## src/rtl/ifu_pc_pkg.sv

```systemverilog
// Shared types and constants for the IFU F-stage per-thread PC generator.
package ifu_pc_pkg;

    localparam int NUM_THR = 4;
    localparam int PC_W    = 48;

    typedef logic [PC_W-1:0]    pc_t;
    typedef logic [NUM_THR-1:0] thr_oh_t;

    localparam pc_t PC_INC_DEF   = 48'd4;
    localparam pc_t RESET_PC_DEF = 48'h0000_0FFF_F000_0020;

    // Index of the set bit of a one-hot thread vector; 0 when no bit is set.
    function automatic logic [1:0] onehot2idx(input thr_oh_t oh);
        logic [1:0] idx;
        idx = '0;
        for (int i = 0; i < NUM_THR; i++) begin
            if (oh[i]) idx = 2'(i);
        end
        return idx;
    endfunction

endpackage

```

## src/rtl/ifu_rr_arb4.sv

```systemverilog
// Four-way round-robin arbiter: searches from the thread after last_gnt.
module ifu_rr_arb4
    import ifu_pc_pkg::*;
(
    input  logic [3:0] req,
    input  logic [1:0] last_gnt,
    output logic [3:0] gnt,
    output logic       any_gnt
);

    // NOTE: every output of a combinational block gets a default first so no latch is inferred.
    always_comb begin
        gnt     = '0;
        any_gnt = 1'b0;
        // i = NUM_THR wraps back to last_gnt itself, so a lone requester is re-granted.
        for (int i = 1; i <= NUM_THR; i++) begin
            if (!any_gnt && req[last_gnt + 2'(i)]) begin
                gnt[last_gnt + 2'(i)] = 1'b1;
                any_gnt               = 1'b1;
            end
        end
    end

endmodule

```

## src/rtl/ifu_thr_pc_gen.sv

```systemverilog
// F-stage per-thread PC generator: four fetch PCs, round-robin thread select, pc_f mux.
module ifu_thr_pc_gen
    import ifu_pc_pkg::*;
#(
    parameter pc_t RESET_PC = RESET_PC_DEF,
    parameter pc_t PC_INC   = PC_INC_DEF
) (
    input  logic        clk,
    input  logic        rst,
    input  logic [3:0]  thr_rdy,
    input  logic        stall_f,
    input  logic        redirect_vld,
    input  logic [1:0]  redirect_thr,
    input  logic [47:0] redirect_pc,
    output logic [47:0] t0pc_f,
    output logic [47:0] t1pc_f,
    output logic [47:0] t2pc_f,
    output logic [47:0] t3pc_f,
    output logic [3:0]  thr_f,
    output logic [47:0] pc_f,
    output logic        inst_vld_f
);

    pc_t        tpc     [NUM_THR];
    pc_t        tpc_nxt [NUM_THR];
    logic [1:0] rr_ptr;
    logic [1:0] sel_idx;
    thr_oh_t    gnt;
    logic       any_gnt;

    ifu_rr_arb4 u_arb (
        .req      (thr_rdy),
        .last_gnt (rr_ptr),
        .gnt      (gnt),
        .any_gnt  (any_gnt)
    );

    assign sel_idx = onehot2idx(thr_f);

    // Redirect is applied last so it overrides the same thread's increment.
    always_comb begin
        tpc_nxt = tpc;
        if (!stall_f && inst_vld_f) begin
            tpc_nxt[sel_idx] = tpc[sel_idx] + PC_INC;
        end
        if (redirect_vld) begin
            tpc_nxt[redirect_thr] = redirect_pc & ~pc_t'(3);
        end
    end

    // NOTE: sequential state uses non-blocking assignments so all registers update from pre-edge values.
    always_ff @(posedge clk) begin
        if (rst) begin
            // NOTE: the PC array is only four registers and must power up to RESET_PC, so it is reset explicitly.
            for (int i = 0; i < NUM_THR; i++) tpc[i] <= RESET_PC;
            thr_f      <= 4'b0001;
            inst_vld_f <= 1'b0;
            rr_ptr     <= 2'd3;
        end else begin
            tpc <= tpc_nxt;
            if (!stall_f) begin
                if (any_gnt) begin
                    thr_f      <= gnt;
                    inst_vld_f <= 1'b1;
                    rr_ptr     <= onehot2idx(gnt);
                end else begin
                    inst_vld_f <= 1'b0;
                end
            end
        end
    end

    assign t0pc_f = tpc[0];
    assign t1pc_f = tpc[1];
    assign t2pc_f = tpc[2];
    assign t3pc_f = tpc[3];
    assign pc_f   = tpc[sel_idx];

endmodule

```

## config.mk

```make
export PLATFORM = sky130hd
export DESIGN_NAME = ifu_thr_pc_gen
export DESIGN_NICKNAME = d
export VERILOG_FILES = /design/src/rtl/ifu_pc_pkg.sv /design/src/rtl/ifu_rr_arb4.sv /design/src/rtl/ifu_thr_pc_gen.sv
export SDC_FILE = /design/constraint.sdc
export NUM_CORES = 1
export LEC_CHECK = 0
export ABC_AREA = 1
export ABC_CLOCK_PERIOD_IN_PS = 3060
export CAP_MARGIN = 20
export CORE_MARGIN = 2
export CORE_UTILIZATION = 32
export CTS_BUF_LIST = sky130_fd_sc_hd__clkbuf_16
export CTS_CLUSTER_DIAMETER = 120
export DETAILED_ROUTE_END_ITERATION = 8
export MAX_ROUTING_LAYER = met4
export PLACE_DENSITY_LB_ADDON = 0.1
export SLEW_MARGIN = 20
export SYNTH_ARGS = -nofsm -noshare
export SYNTH_HDL_FRONTEND = slang
export SYNTH_SLANG_ARGS = --single-unit
export TNS_END_PERCENT = 1
```

## constraint.sdc

```tcl
create_clock -name clk -period 3.06 [get_ports clk]
set_clock_uncertainty 0.1 [all_clocks]
set_input_delay 0.612 -clock clk [delete_from_list [all_inputs] [get_ports clk]]
set_output_delay 0.612 -clock clk [all_outputs]
set_load 0.005 [all_outputs]
```

==> metrics.csv, run 1 <==
metric;value;unit
crit_slowest_cell;clkdlybuf4s50_1;
avgViaCountPerCell;5.40;
die_w;199;um
drt_wl_total;60.5;mm
io_buffer_count;300;
synthFlopType;dfxtp_1;
synth_seq_cells;199;
fin_crit_sh;99.8;%
dp_hpwl;42.5;mm
gr-usage-all-layers;30.9;%
critPathMaxStageDelay;480;ps
dr.pass1.iters;6;
gp_congestion;0.945;
drc;0;
synth_most_common_cell;nand2_1;
setup_viol;0;
yosysTopAreaCell;dfxtp_1;
ys_warn_count;0;
finalPower;10900;uW
ios;303;
grt_pass1_wl;88.2;mm
core-area;37600;um2
ir_worst_vdd;0.408;mV
diodes;0;
netlist_area;12200;um2
nNetsFinal;2283;
async_reset_ff_share;0;%
maxCapViolCount;0;
synth_edf_count;0;
start_util;32.4;%
num_vias;14800;
cts_num_sinks;199;
wl_per_cell;22.1;um
drt_iter0_drc;1355;
seq_area_frac_synth;32.7;%
htree_levels;4;
fin_crit;3050;ps
synthTopCellsByArea;dfxtp_1 33%, nand2_1 13%, a21oi_1 10%, nand3_1 8.6%, inv_1 5.6%;
finalHoldViolCount;0;
ys_types;40;
numCtsBuffers;17;
cp-end-kind;output port;
rows;71;
critPathMaxFanout;47;
die_h;199;um
arrival;2340;ps
synth_top_area_share;32.7;%
hold_path.class;reg2reg;
antenna_left;0;
cts-root-buf;clkbuf_16;
cp-start-kind;flop;
worst-setup-path-type;reg2out;
syn-num-nets;1990;
antenna_found_initial;0;
crit_required;2350;ps
syn_avg_cell_area;6.34;um2
post_route_cells_drive_above_1_share;9.87;%
path_cells;nor2_4 > buf_12 > nand3b_1 > nand3_1 > nor2_4 > buf_4 > clkdlybuf4s50_1;
cts_buffer_depth;2;
syn_to_final_growth;38.3;%
die-area;39700;um2
regToRegSetupSlack;250;ps
grt_pass1_vias;14200;
clkLatencyLatePin;470;ps
crit_path_frequent_cell;nor2_4;
cts_tree;built;
tightestPinTransition;785;ps
cts_hold_buf;0;
slew_headroom;47.5;%
grt_max_degree;52;
outcome;complete, no violations;
syn_inst;1923;
power.density;646;nW/um2
final_max_slew_viol_count;0;
synth_common_cells;425 x nand2_1, 248 x a21oi_1, 209 x nand3_1;
rsz0062_at_grt;true;
fmax;328;MHz
cts.clk_slew.worst_paths;80;ps
p_leak;0.00722;uW
utilization;44.8;%
grt-ovfl-total;0;
[through the flow]
stage	area (um2)	TNS, ps	instances	hold WS [ps]	worst slack [ps]
finish	16800	0	2740	364	7.61
global route	16800	-390	2740	388	-73.5
CTS	16800	-88.7	2739	366	-33.6
detailed placement	16200	0	2707	357	169
global placement	16200	0	2707	355	230
floorplan	12200	0	1923	346	533
[worst max-delay path, delay by kind of cell (launching register included)]
family        cells  cell delay [ps]
buf+inv           3              910
simple gates      4              550
flops             1              360
[layer usage]
layer  GRT usage, %  vias to the layer above  wire [um]
li1               -                     6981          -
met1           39.4                     6988      25700
met2           50.3                      723      28400
met3           4.57                      104       4750
met4           10.0                        0       1640
met5              -                        -          0
[sequential cells by signal, indices dropped and copies added (netlist names)]
| signal | count |
|---|---|
| t0pc_f | 48 |
| t1pc_f | 48 |
| t2pc_f | 48 |
| t3pc_f | 48 |
| thr_f | 4 |
| rr_ptr | 2 |
| inst_vld_f | 1 |
[layout by cell type, fill, tap and decap left out, types with 31 or more instances in the layout]
cell,Yosys,routed
a21oi_1,248,248
a22oi_1,36,36
buf_4,2,73
clkdlybuf4s50_1,0,297
dfxtp_1,199,196
inv_1,182,183
nand2_1,425,423
nand3_1,209,208
nand3b_1,40,40
nand4_1,32,32
nor2_1,160,153
nor2_2,39,31
o21ai_0,109,109
[where the power goes]
| group | internal (uW) | switching, uW |
|---|---|---|
| clock | 1290 | 1140 |
| combinational | 2200 | 3210 |
| sequential | 2820 | 222 |
[logic make-up after synthesis]
family          Yosys count  synth area share [%]
buf+inv                 303                  9.63
mux                       1                0.0821
fa+ha+maj                 9                 0.924
xor+xnor                 16                  1.21
compound gates          440                  19.8
simple gates            955                  35.7
flops                   199                  32.7
[worst paths after layout]
kind         cells past startpoint                  start                    end
min                              2   t1pc_f[1]$_SDFF_PP0_   t1pc_f[1]$_SDFF_PP0_
max reg2reg                     12  thr_f[1]$_SDFFE_PP0P_  t0pc_f[16]$_SDFF_PP0_
max                              7  thr_f[2]$_SDFFE_PP0P_               pc_f[19]
min reg2reg                      2   t1pc_f[1]$_SDFF_PP0_   t1pc_f[1]$_SDFF_PP0_
[what timing repair did]
| action | 4_1_cts | 5_1_grt |
|---|---|---|
| endpoints found under the hold margin | 0 | 0 |
| cloned | 0 | 0 |
| endpoints found under the setup margin | 37 | 41 |
| pin swaps | 3 | 1 |
| setup buffers | 0 | 1 |
| resized for setup | 12 | 11 |
[cell type report]
cell class | count | area (um2)
Clock inverter | 15 | 176
Clock buffer | 17 | 425
Sequential cell | 199 | 3990
Multi-Input combinational cell | 1421 | 7150
Timing Repair Buffer | 382 | 3730
Tap cell | 511 | 639
Fill cell | 3972 | 20700
Inverter | 195 | 734
Note: power is estimated with default switching activity, not from simulation.
==> run 2, diff against run 1 <==
Settings changed: CTS_BUF_LIST sky130_fd_sc_hd__clkbuf_16 to default.
==> metrics.csv, run 2 (synthesized netlist as in run 1, its figures left out) <==
metric;value;unit
io_buffer_count;300;
maxCapViolCount;0;
timing.rr.end;t3pc_f[34]$_SDFF_PP1_;
cts_tree;built;
cts.clk_slew.worst_paths;80;ps
crit_required;2350;ps
grt_pass1_wl;88.3;mm
htree_levels;4;
path_cells;inv_1 > nor2_4 > buf_4 > nand2_1 > nand4_1 > inv_1 > buf_4 > clkdlybuf4s50_1;
start_util;32.4;%
finalNonFillerCells;2740;
critPathMaxStageDelay;440;ps
antenna_left;0;
dp_hpwl;42.5;mm
r2r_start;thr_f[2]$_SDFFE_PP0P_;
min_to;t1pc_f[1]$_SDFF_PP0_;
core-area;37600;um2
cts_hold_buf;0;
cp-end-kind;output port;
dr.pass1.iters;8;
clkLatencyLatePin;470;ps
cts_buffer_depth;2;
fin_crit;3060;ps
drc;0;
diodes;0;
antenna_found_initial;0;
nFillCells;3970;
gp_congestion;0.945;
cp-start-kind;flop;
tightestPinTransition;783;ps
layout_commonest_cell;nand2_1;
final_cell_mix;423 x nand2_1, 297 x clkdlybuf4s50_1, 248 x a21oi_1;
rsz0062_at_grt;true;
num_vias;14900;
ios;303;
wl_per_cell;22.1;um
worstHoldPathCells;2;
fin_crit_sh;100;%
worst-setup-path-type;reg2out;
dp.cells;2707;
die-area;39700;um2
regToRegSetupSlack;260;ps
min_from;t1pc_f[1]$_SDFF_PP0_;
gr-usage-all-layers;30.9;%
syn_to_final_growth;38.4;%
die_w;199;um
fmax;327;MHz
hold_path.class;reg2reg;
die_h;199;um
cts_num_sinks;199;
setup_viol;0;
cts-root-buf;clkbuf_16;
finalHoldViolCount;0;
p_leak;0.00723;uW
crit_slowest_cell;clkdlybuf4s50_1;
rows;71;
drt_iter0_drc;1339;
outcome;complete, no violations;
post_route_cells_drive_above_1_share;9.96;%
final_max_slew_viol_count;0;
grt-ovfl-total;0;
avgViaCountPerCell;5.42;
slew_headroom;47.6;%
ff2ff_path_depth;14;
numCtsBuffers;17;
power.density;648;nW/um2
utilization;44.9;%
critPathMaxFanout;9;
grt_max_degree;52;
ir_worst_vdd;0.407;mV
drt_wl_total;60.6;mm
arrival;2350;ps
nNetsFinal;2283;
grt_pass1_vias;14200;
-- run 2: changes by cell type in the layout (fill, tap and decap cells not counted), sizes merged --
cell,change
clkinv,-2
inv,-1
clkbuf,+3
-- run 2: worst max path at each step --
stage | start | to | slack (ps) | cells after the start
after floorplan | thr_f[3]$_SDFFE_PP0P_ | t1pc_f[34]$_SDFF_PP1_ | 530 | 15
after global placement | redirect_vld | t2pc_f[14]$_SDFF_PP0_ | 230 | 8
after detailed placement | thr_f[3]$_SDFFE_PP0P_ | t2pc_f[17]$_SDFF_PP0_ | 170 | 13
after CTS | thr_f[2]$_SDFFE_PP0P_ | pc_f[43] | -30 | 6
after global routing | thr_f[2]$_SDFFE_PP0P_ | pc_f[19] | -70 | 7
final | thr_f[2]$_SDFFE_PP0P_ | pc_f[10] | 0.03 | 8
-- run 2: critical path, delay by kind of cell (launching register included) --
| family | cells | cell delay, ps |
|---|---|---|
| and+or+nand+nor | 3 | 480 |
| buffers and inverters | 5 | 1040 |
| DFF | 1 | 370 |
-- run 2: repair_timing --
item                       CTS  global route
setup endpoints to repair   37            41
gates resized for setup     12            11
buffers inserted             0             1
pin swaps                    3             1
-- run 2: cell type report --
cell class | instances | area [um2] | area share [%]
Sequential cell | 199 | 3990 | 23.7
Clock buffer | 20 | 457 | 2.71
Tap cell | 511 | 639 | 3.79
Timing Repair Buffer | 382 | 3730 | 22.1
Inverter | 195 | 734 | 4.35
Clock inverter | 12 | 165 | 0.979
Multi-Input combinational cell | 1421 | 7150 | 42.4
-- run 2: layer usage --
metal	vias up	share of wire, %	global-route usage (%)
met5	-	0	-
met4	0	2.8	10.0
met3	120	8.7	4.57
met2	793	47	50.3
met1	6960	42	39.4
li1	6981	-	-
-- run 2: metrics by stage --
| stage | hold slack [ps] | area (um2) | TNS [ps] | power (uW) | setup WS (ps) |
|---|---|---|---|---|---|
| after floorplan | 346 | 12200 | 0 | 5700 | 533 |
| final | 362 | 16900 | 0 | 10900 | 0.0329 |
| after detailed placement | 357 | 16200 | 0 | 8350 | 169 |
| after CTS | 366 | 16800 | -88.7 | 10900 | -33.6 |
| after global routing | 388 | 16900 | -390 | 11500 | -73.5 |
| after global placement | 355 | 16200 | 0 | 8340 | 230 |
-- run 2: power breakdown --
part | switching [uW] | internal [uW] | total, uW
Sequential | 223 | 2820 | 3050
Clock | 1150 | 1350 | 2490
Combinational | 3200 | 2200 | 5400
Total | 4570 | 6370 | 10900
==> run 3, diff against run 2 <==
Settings changed: CORE_MARGIN 2 to default.
==> metrics.csv, run 3 (synthesized netlist as in run 1, its figures left out) <==
metric;value;unit
grt_pass1_wl;87.8;mm
fmax;325;MHz
grt_pass1_vias;13800;
antenna_left;0;
tns;-30.8;ps
fin_crit_sh;101;%
final_cell_mix;422 x nand2_1, 291 x clkdlybuf4s50_1, 248 x a21oi_1;
whs;368;ps
arrival;2360;ps
finalHoldViolCount;0;
finalPower;11300;uW
die-area;38900;um2
avgViaCountPerCell;5.39;
num_vias;14800;
finalNonFillerCells;2749;
syn_to_final_growth;40.6;%
grt_max_degree;48;
hold_path.class;reg2reg;
start_util;32.4;%
p_leak;0.00741;uW
cts_num_sinks;199;
fin_crit;3080;ps
ir_worst_vdd;0.441;mV
cp-start-kind;flop;
dp_hpwl;42.2;mm
die_w;197;um
htree_levels;4;
layout_commonest_cell;nand2_1;
cts_hold_buf;0;
io_buffer_count;300;
violations;setup timing;
antenna_found_initial;2;
slew_headroom;51.4;%
outcome;finished, violations left;
die_h;197;um
grt-ovfl-total;0;
nNetsFinal;2291;
worst-setup-path-type;reg2out;
tightestPinTransition;727;ps
dr.pass1.iters;6;
critPathMaxFanout;21;
drt_iter0_drc;1434;
gp_congestion;0.950;
cts-root-buf;clkbuf_16;
maxCapViolCount;0;
layout_setup_ws;-16.9;ps
core-area;37600;um2
power.density;657;nW/um2
setup_viol;4;
numCtsBuffers;17;
final_max_slew_viol_count;0;
cts_buffer_depth;2;
dp.cells;2711;
rows;71;
crit_required;2350;ps
cts_tree;built;
cp-end-kind;output port;
drc;0;
cts.clk_slew.worst_paths;70;ps
gr-usage-all-layers;31.3;%
clkLatencyLatePin;450;ps
rsz0062_at_grt;true;
post_route_cells_drive_above_1_share;10.5;%
ios;303;
drt_wl_total;60.4;mm
wl_per_cell;22.0;um
[run 3: changes by cell type in the layout (fill, tap and decap cells not counted), sizes merged, moves of 2 or more]
cell / previous run / this run
buf: 83 / 89
inv: 195 / 198
clkbuf: 20 / 18
bufbuf: 0 / 2
clkdlybuf4s50: 297 / 291
dlymetal6s2s: 2 / 7
[run 3: layout make-up]
| type | count | area, um2 |
|---|---|---|
| Sequential cell | 199 | 3990 |
| Multi-Input combinational cell | 1421 | 7240 |
| Antenna cell | 1 | 2.50 |
| Clock inverter | 14 | 195 |
| Fill cell | 3900 | 20400 |
| Clock buffer | 18 | 429 |
| Timing Repair Buffer | 390 | 3900 |
| Inverter | 195 | 734 |
| Tap cell | 511 | 639 |
[run 3: per-stage QoR]
stage	util (%)	setup WS (ps)	area, um2
after global placement	43.2	66.5	16200
after global routing	45.6	-94.6	17100
final	45.6	-16.9	17100
after detailed placement	43.2	14.9	16200
after floorplan	-	533	12200
after CTS	45.2	-33.6	17000
[run 3: critical path: stages (launching register included)]
cell,delay (ps)
dfxtp_4,390
nor2_4,50
buf_4,170
bufbuf_16,310
nand3b_1,90
nand3_1,100
nor2_2,140
buf_4,160
clkdlybuf4s50_1,500
[run 3: power by group]
group	total [uW]	internal, uW	switching [uW]
sequential	3050	2820	228
combinational	5670	2350	3320
clock	2540	1390	1150
total	11300	6560	4700
[run 3: metal layers]
layer / wire [um] / part of all wire (%) / GRT usage, %
met4: 1840 / 3.0 / 11.3
met3: 4270 / 7.1 / 4.25
met2: 27900 / 46 / 49.7
met1: 26400 / 44 / 40.6
met5: 0 / 0 / -
[run 3: path summary, 6_finish.rpt]
kind	end	slack, ps	cells past startpoint	from
setup / recovery	pc_f[18]	-20	8	thr_f[3]$_SDFFE_PP0P_
hold / removal	t0pc_f[0]$_SDFF_PP0_	370	2	t0pc_f[0]$_SDFF_PP0_
setup reg to reg	t0pc_f[35]$_SDFF_PP1_	150	14	thr_f[3]$_SDFFE_PP0P_
hold reg to reg	t0pc_f[0]$_SDFF_PP0_	370	2	t0pc_f[0]$_SDFF_PP0_
[run 3: repair_timing]
action                     CTS  global route
gates resized for setup     23            31
buffers inserted             2             1
pin swaps                    2             2
setup endpoints to repair   37            57
cloned                       2             0
